<file path="src/rtl/omsp_gfx_lcd_refresh_if_if.sv">
// Signal bundle of the LCD refresh interface: backend pixel handshake plus the
// 8080-style LCD write bus. "master" is the refresh block, "slave" the far side.
interface omsp_gfx_lcd_refresh_if_if;
  logic [15:0] refresh_data_i;
  logic        refresh_data_ready_i;
  logic        refresh_active_o;
  logic        refresh_data_request_o;
  logic        lcd_cs_n_o;
  logic        lcd_rs_o;
  logic        lcd_wr_n_o;
  logic [15:0] lcd_d_o;
  logic        lcd_d_en_o;

  modport master (
    input  refresh_data_i,
    input  refresh_data_ready_i,
    output refresh_active_o,
    output refresh_data_request_o,
    output lcd_cs_n_o,
    output lcd_rs_o,
    output lcd_wr_n_o,
    output lcd_d_o,
    output lcd_d_en_o
  );

  modport slave (
    output refresh_data_i,
    output refresh_data_ready_i,
    input  refresh_active_o,
    input  refresh_data_request_o,
    input  lcd_cs_n_o,
    input  lcd_rs_o,
    input  lcd_wr_n_o,
    input  lcd_d_o,
    input  lcd_d_en_o
  );
endinterface

</file>
<file path="src/rtl/omsp_gfx_lcd_refresh_if.sv">
// LCD frame refresh: pulls pixels from the backend and writes them on an 8080 bus.
// Define OMSP_GFX_LCD_CMD_PREFIX_EN to start each frame with a 0x002C command write.
`ifndef SPIX_MSB
`define SPIX_MSB 15
`endif

module omsp_gfx_lcd_refresh_if (
  input  logic                       mclk,
  input  logic                       puc_rst_n,
  input  logic                       refresh_start_i,
  input  logic [`SPIX_MSB:0]         display_size_i,
  input  logic [3:0]                 lcd_wr_cycle_i,
  output logic                       refresh_done_o,
  omsp_gfx_lcd_refresh_if_if.master  bus
);

  localparam int            PW      = `SPIX_MSB + 1;
  localparam logic [PW-1:0] PIX_ONE = PW'(1);
`ifdef OMSP_GFX_LCD_CMD_PREFIX_EN
  localparam logic [15:0]   LCD_CMD_MEM_WRITE = 16'h002C;
`endif

  typedef enum logic [2:0] {
    S_IDLE, S_CMD_LO, S_CMD_HI, S_REQ, S_WAIT, S_WR_LO, S_WR_HI, S_DONE
  } state_e;

  state_e        state_q,     state_d;
  logic [PW-1:0] pix_cnt_q,   pix_cnt_d;
  logic [3:0]    wr_cycle_q,  wr_cycle_d;
  logic [3:0]    phase_cnt_q, phase_cnt_d;
  logic [15:0]   lcd_d_q,     lcd_d_d;
  logic          lcd_rs_q,    lcd_rs_d;
  logic          active_q,    active_d;
  logic          request_q,   request_d;
  logic          done_q,      done_d;
  logic          wr_n_q,      wr_n_d;
  logic          cs_n_q;
  logic          d_en_q;
  logic          phase_last;

  assign phase_last = (phase_cnt_q == wr_cycle_q);

  // NOTE: every variable gets a default before the case so no path leaves it unassigned (no latches).
  always_comb begin
    state_d     = state_q;
    pix_cnt_d   = pix_cnt_q;
    wr_cycle_d  = wr_cycle_q;
    phase_cnt_d = phase_cnt_q;
    lcd_d_d     = lcd_d_q;
    lcd_rs_d    = lcd_rs_q;

    unique case (state_q)
      S_IDLE: begin
        if (refresh_start_i) begin
          pix_cnt_d   = display_size_i;
          wr_cycle_d  = lcd_wr_cycle_i;
          phase_cnt_d = '0;
`ifdef OMSP_GFX_LCD_CMD_PREFIX_EN
          state_d     = S_CMD_LO;
          lcd_d_d     = LCD_CMD_MEM_WRITE;
          lcd_rs_d    = 1'b0;
`else
          state_d     = (display_size_i == '0) ? S_DONE : S_REQ;
`endif
        end
      end
`ifdef OMSP_GFX_LCD_CMD_PREFIX_EN
      S_CMD_LO: begin
        phase_cnt_d = phase_last ? '0 : phase_cnt_q + 4'd1;
        if (phase_last) state_d = S_CMD_HI;
      end
      S_CMD_HI: begin
        phase_cnt_d = phase_last ? '0 : phase_cnt_q + 4'd1;
        if (phase_last) state_d = (pix_cnt_q == '0) ? S_DONE : S_REQ;
      end
`endif
      S_REQ: state_d = S_WAIT;
      S_WAIT: begin
        if (bus.refresh_data_ready_i) begin
          lcd_d_d     = bus.refresh_data_i;
          lcd_rs_d    = 1'b1;
          phase_cnt_d = '0;
          state_d     = S_WR_LO;
        end
      end
      S_WR_LO: begin
        phase_cnt_d = phase_last ? '0 : phase_cnt_q + 4'd1;
        if (phase_last) state_d = S_WR_HI;
      end
      S_WR_HI: begin
        phase_cnt_d = phase_last ? '0 : phase_cnt_q + 4'd1;
        if (phase_last) begin
          pix_cnt_d = pix_cnt_q - PIX_ONE;
          state_d   = (pix_cnt_q == PIX_ONE) ? S_DONE : S_REQ;
        end
      end
      S_DONE:  state_d = S_IDLE;
      default: state_d = S_IDLE;
    endcase
  end

  // Outputs are decoded from the next state so each one is a flop aligned with state_q.
  always_comb begin
    active_d  = !(state_d inside {S_IDLE, S_DONE});
    request_d = (state_d == S_REQ);
    done_d    = (state_d == S_DONE);
    wr_n_d    = !(state_d inside {S_CMD_LO, S_WR_LO});
  end

  // NOTE: sequential state is updated with non-blocking assignments so all flops sample pre-edge values.
  always_ff @(posedge mclk or negedge puc_rst_n) begin
    if (!puc_rst_n) begin
      state_q     <= S_IDLE;
      pix_cnt_q   <= '0;
      wr_cycle_q  <= '0;
      phase_cnt_q <= '0;
      lcd_d_q     <= 16'h0000;
      lcd_rs_q    <= 1'b1;
      active_q    <= 1'b0;
      request_q   <= 1'b0;
      done_q      <= 1'b0;
      wr_n_q      <= 1'b1;
      cs_n_q      <= 1'b1;
      d_en_q      <= 1'b0;
    end else begin
      state_q     <= state_d;
      pix_cnt_q   <= pix_cnt_d;
      wr_cycle_q  <= wr_cycle_d;
      phase_cnt_q <= phase_cnt_d;
      lcd_d_q     <= lcd_d_d;
      lcd_rs_q    <= lcd_rs_d;
      active_q    <= active_d;
      request_q   <= request_d;
      done_q      <= done_d;
      wr_n_q      <= wr_n_d;
      cs_n_q      <= ~active_d;
      d_en_q      <= active_d;
    end
  end

  assign refresh_done_o             = done_q;
  assign bus.refresh_active_o       = active_q;
  assign bus.refresh_data_request_o = request_q;
  assign bus.lcd_cs_n_o             = cs_n_q;
  assign bus.lcd_rs_o               = lcd_rs_q;
  assign bus.lcd_wr_n_o             = wr_n_q;
  assign bus.lcd_d_o                = lcd_d_q;
  assign bus.lcd_d_en_o             = d_en_q;

endmodule

</file>
<file path="src/flat_wrapper.sv">
// flat-port wrapper written by rule: the top's interface ports become plain ports
module omsp_gfx_lcd_refresh_if_flat 
  (mclk, puc_rst_n, refresh_start_i, display_size_i, lcd_wr_cycle_i, refresh_done_o, bus_refresh_data_i, bus_refresh_data_ready_i, bus_refresh_active_o, bus_refresh_data_request_o, bus_lcd_cs_n_o, bus_lcd_rs_o, bus_lcd_wr_n_o, bus_lcd_d_o, bus_lcd_d_en_o);
  omsp_gfx_lcd_refresh_if_if bus_i ();
  input  logic mclk;
  input  logic puc_rst_n;
  input  logic refresh_start_i;
  input  logic [`SPIX_MSB:0] display_size_i;
  input  logic [3:0] lcd_wr_cycle_i;
  output logic refresh_done_o;
  input wire logic [$bits(bus_i.refresh_data_i)-1:0] bus_refresh_data_i;
  input wire logic [$bits(bus_i.refresh_data_ready_i)-1:0] bus_refresh_data_ready_i;
  output wire logic [$bits(bus_i.refresh_active_o)-1:0] bus_refresh_active_o;
  output wire logic [$bits(bus_i.refresh_data_request_o)-1:0] bus_refresh_data_request_o;
  output wire logic [$bits(bus_i.lcd_cs_n_o)-1:0] bus_lcd_cs_n_o;
  output wire logic [$bits(bus_i.lcd_rs_o)-1:0] bus_lcd_rs_o;
  output wire logic [$bits(bus_i.lcd_wr_n_o)-1:0] bus_lcd_wr_n_o;
  output wire logic [$bits(bus_i.lcd_d_o)-1:0] bus_lcd_d_o;
  output wire logic [$bits(bus_i.lcd_d_en_o)-1:0] bus_lcd_d_en_o;
  assign bus_i.refresh_data_i = bus_refresh_data_i;
  assign bus_i.refresh_data_ready_i = bus_refresh_data_ready_i;
  assign bus_refresh_active_o = bus_i.refresh_active_o;
  assign bus_refresh_data_request_o = bus_i.refresh_data_request_o;
  assign bus_lcd_cs_n_o = bus_i.lcd_cs_n_o;
  assign bus_lcd_rs_o = bus_i.lcd_rs_o;
  assign bus_lcd_wr_n_o = bus_i.lcd_wr_n_o;
  assign bus_lcd_d_o = bus_i.lcd_d_o;
  assign bus_lcd_d_en_o = bus_i.lcd_d_en_o;
  omsp_gfx_lcd_refresh_if u_core (.mclk(mclk), .puc_rst_n(puc_rst_n), .refresh_start_i(refresh_start_i), .display_size_i(display_size_i), .lcd_wr_cycle_i(lcd_wr_cycle_i), .refresh_done_o(refresh_done_o), .bus(bus_i));
endmodule
</file>
<file path="config.mk">
export PLATFORM = sky130hd
export DESIGN_NAME = omsp_gfx_lcd_refresh_if_flat
export DESIGN_NICKNAME = d
export VERILOG_FILES = /design/src/rtl/omsp_gfx_lcd_refresh_if_if.sv /design/src/rtl/omsp_gfx_lcd_refresh_if.sv /design/src/flat_wrapper.sv
export SDC_FILE = /design/constraint.sdc
export NUM_CORES = 1
export LEC_CHECK = 0
export ABC_AREA = 1
export BUFFER_PORTS_ARGS = -buffer_cell sky130_fd_sc_hd__buf_4
export CORE_ASPECT_RATIO = 0.9
export CORE_MARGIN = 2
export CORE_UTILIZATION = 58
export CTS_BUF_LIST = sky130_fd_sc_hd__clkbuf_16
export CTS_CLUSTER_DIAMETER = 40
export DETAILED_ROUTE_END_ITERATION = 8
export GPL_TIMING_DRIVEN = 1
export PLACE_DENSITY = 0.93
export SYNTH_ARGS = -nofsm -noshare
export SYNTH_HDL_FRONTEND = slang
export SYNTH_SLANG_ARGS = --single-unit
</file>
<file path="constraint.sdc">
create_clock -name mclk -period 2.05 [get_ports mclk]
set_input_delay 0.41 -clock mclk [delete_from_list [all_inputs] [get_ports mclk]]
set_output_delay 0.41 -clock mclk [all_outputs]
set_load 0.1 [all_outputs]
</file>
==> summary.txt <==
Run status
  • Status: finished clean

Placement
  • Placed cell count: 486
  • HPWL after DPL: 4540 um
  • Port bufs: 61
  • Placement Cell Area: 3190 um2
  • Worst slack at placement: 420 ps
  • Gp weighted congestion: 0.877

Clock tree
  • Max H-tree Level: 2
  • CTS tree: done
  • Clock Sinks: 48
  • Post-CTS Hold Fix Bufs: 0
  • Clock-pin slew on the worst setup and hold paths: 60 ps
  • # Post-CTS Setup Buffers: 0
  • Root buf cell: clkbuf_16
  • CTS resizes: 0
  • Total CTS buffers: 5
  • Max clock buf depth: 2
  • Clk_lat worst skew: 300 ps

Floorplanning
  • Initial Utilization: 60.6%
  • Die Y: 69 um
  • Row Count: 23
  • Core ar.: 4490 um2
  • I/O pin count: 63
  • Die Wd: 76.2 um
  • Area of the die: 5260 um2

Pwr
  • Tot Pwr: 6.14 mW
  • PD cells: 1830 nW/um2
  • Maximum VDD drop: 0.972 mV
  • P_leak: 1.81 nW

Detailed routing
  • # DRC: 0
  • DR vias/cell: 5.37
  • Post-Route WL: 6580 um
  • Routed wire per std cell: 13.3 um
  • Iter 0 DRT Violations: 266
  • Vias: 2654
  • Drt pass-1 iters: 5
  • Number of routed nets with antenna violations: 0

STA
  • Final setup fails: 0
  • Minimum clock period: 1710 ps
  • Worst slew margin: 60.3%
  • Period utilisation layout: 83.4%
  • Hold Slack: 115 ps
  • Worst slew pin tran: 595 ps
  • Max Freq: 585 MHz
  • RSZ-0062 raised after global routing: no
  • Worst clock skew: 5.05 ps
  • Final TNS setup: 0 ps
  • Final setup margin: 340 ps
  • Final Hold Vio Count: 0
  • Final Max Tran Viols: 0

Setup path
  • WP data arrival: 1890 ps
  • Req. time, crit path: 2230 ps
  • Reg2reg setup slack: 340 ps
  • Setup crit end kind: flop
  • Critical path class: flop to flop
  • Critical Path Start: u_core.state_q[0]$_DFF_PN0_
  • Crit start category: flop
  • CP Max Fanout: 25
  • FF-to-FF Start: u_core.state_q[0]$_DFF_PN0_

Flow run
  • Maxcap violations: 0

Cells and area
  • Antenna cells: 0
  • Final instance area: 3350 um2
  • NumNets Final: 474
  • Layout Cells excl Fill: 494
  • Share of cells above drive strength 1: 22.2%
  • Commonest non-fill, non-tap cell in the layout: nand2_1
  • Most frequent cells in the layout: nand2_1, buf_4, dfrtp_1, nor2_1, nand3_1
  • Area growth from synthesis to layout: 23.1%
  • Fin util: 74.6%

Global routing
  • Vias in the first global route: 2541
  • GRT Total Usage: 26.2%
  • First-pass GRT wire length: 11100 um
  • Largest net degree at the start of global routing: 49
  • GR Overflow Total: 0
  • Initial antenna violation count: 0

Worst hold path
  • Hold/Removal Path Class: input pin to asynchronous set/reset pin

Synthesis
  • Post-Synthesis Net Count: 415
  • Post-Syn Area per Cell: 7.32 um2
  • Seq/Total Area, Yosys: 44.2%
  • Synthesized flop and latch total: 48
  • Distinct cells, synth: 32
  • Synth Cell Area: 2720 um2
  • Synth warn: 0
  • Syn Inst Count: 372
-- registers in the layout, indices dropped and copies added, names as in the netlist --
register                           cells
u_core.pix_cnt_q                      16
u_core.refresh_done_o                  1
u_core.phase_cnt_q                     4
u_core.bus.lcd_wr_n_o                  1
u_core.state_q                         3
u_core.bus.refresh_active_o            1
u_core.bus.refresh_data_request_o      1
u_core.wr_cycle_q                      4
u_core.bus.lcd_d_o                    16
u_core.bus.lcd_cs_n_o                  1
-- layout make-up --
cell class	count	area, um2
inverter	30	115
multi-input combinational	283	1320
sequential	48	1200
timing repair buffer	63	473
clock buffer	5	125
clock inverter	3	38.8
fill	323	1140
tap	62	77.6
-- critical path: stages, from the launching register on --
cell,delay [ps]
dfrtp_1,430
inv_1,100
nand3_2,220
inv_2,130
nand3_2,100
nand2_4,230
inv_2,180
nand2_1,120
nand2_1,70
-- cell usage after synthesis --
cell      count  area, um2
a21oi_1       1       5.00
a31oi_1       3       18.8
buf_2         3       15.0
buf_4         3       22.5
buf_6         4       45.0
clkbuf_1      1       3.75
conb_1        1       3.75
dfrtp_1      46       1150
dfstp_2       2       52.6
ha_1          3       37.5
inv_1        24       90.1
inv_2         5       18.8
inv_4         1       6.26
nand2_1     159        597
nand2_2       1       6.26
nand2_4       2       22.5
nand3_1      30        150
nand3_2       3       30.0
nand3b_1      5       37.5
nand4_1       1       6.26
nor2_1       36        135
nor2_2        3       18.8
nor2_4        2       22.5
nor2_8        1       20.0
o211ai_1      1       7.51
o21ai_0      10       50.1
o21ai_1       5       25.0
o22ai_2       1       12.5
or2_1         3       18.8
or2_2         5       31.3
xnor2_1       3       26.3
xor2_1        4       35.0
-- where the power goes --
| group | internal (mW) | total [mW] | switching (mW) |
|---|---|---|---|
| clock | 0.569 | 0.929 | 0.360 |
| combinational | 0.854 | 3.47 | 2.61 |
| sequential | 1.38 | 1.74 | 0.368 |
| total | 2.80 | 6.14 | 3.34 |
-- cell families (layout without fill, tap and decap cells) --
kind of cell | after synthesis | after routing | synth area share (%)
AOI/OAI and AO/OA | 21 | 21 | 4.37
xor gates and xnor gates | 7 | 7 | 2.25
adders and majority gates | 3 | 3 | 1.38
buffers and inverters | 41 | 101 | 7.40
DFF | 48 | 48 | 44.2
other | 1 | 1 | 0.138
and+or+nand+nor | 251 | 251 | 40.3
-- path summary, 6_finish.rpt --
kind | endpoint | cells past startpoint
min reg2reg | u_core.bus.lcd_d_o[2]$_DFFE_PN0P_ | 2
max | u_core.bus.refresh_active_o$_DFF_PN0_ | 8
max reg2reg | u_core.bus.refresh_active_o$_DFF_PN0_ | 8
min | u_core.pix_cnt_q[4]$_DFFE_PN0P_ | 1
max in group asynchronous | u_core.pix_cnt_q[7]$_DFFE_PN0P_ | 1
min in group mclk | u_core.bus.lcd_d_o[6]$_DFFE_PN0P_ | 3
-- routing by layer --
layer | vias to the layer above | share of wire [%] | track usage (%)
li1 | 1274 | - | -
met1 | 1253 | 41 | 32.0
met2 | 110 | 50 | 43.9
met3 | 17 | 7.3 | 7.46
met4 | 0 | 2.4 | 10.3
met5 | - | 0 | 0
Note: power is estimated with default switching activity, not from simulation.
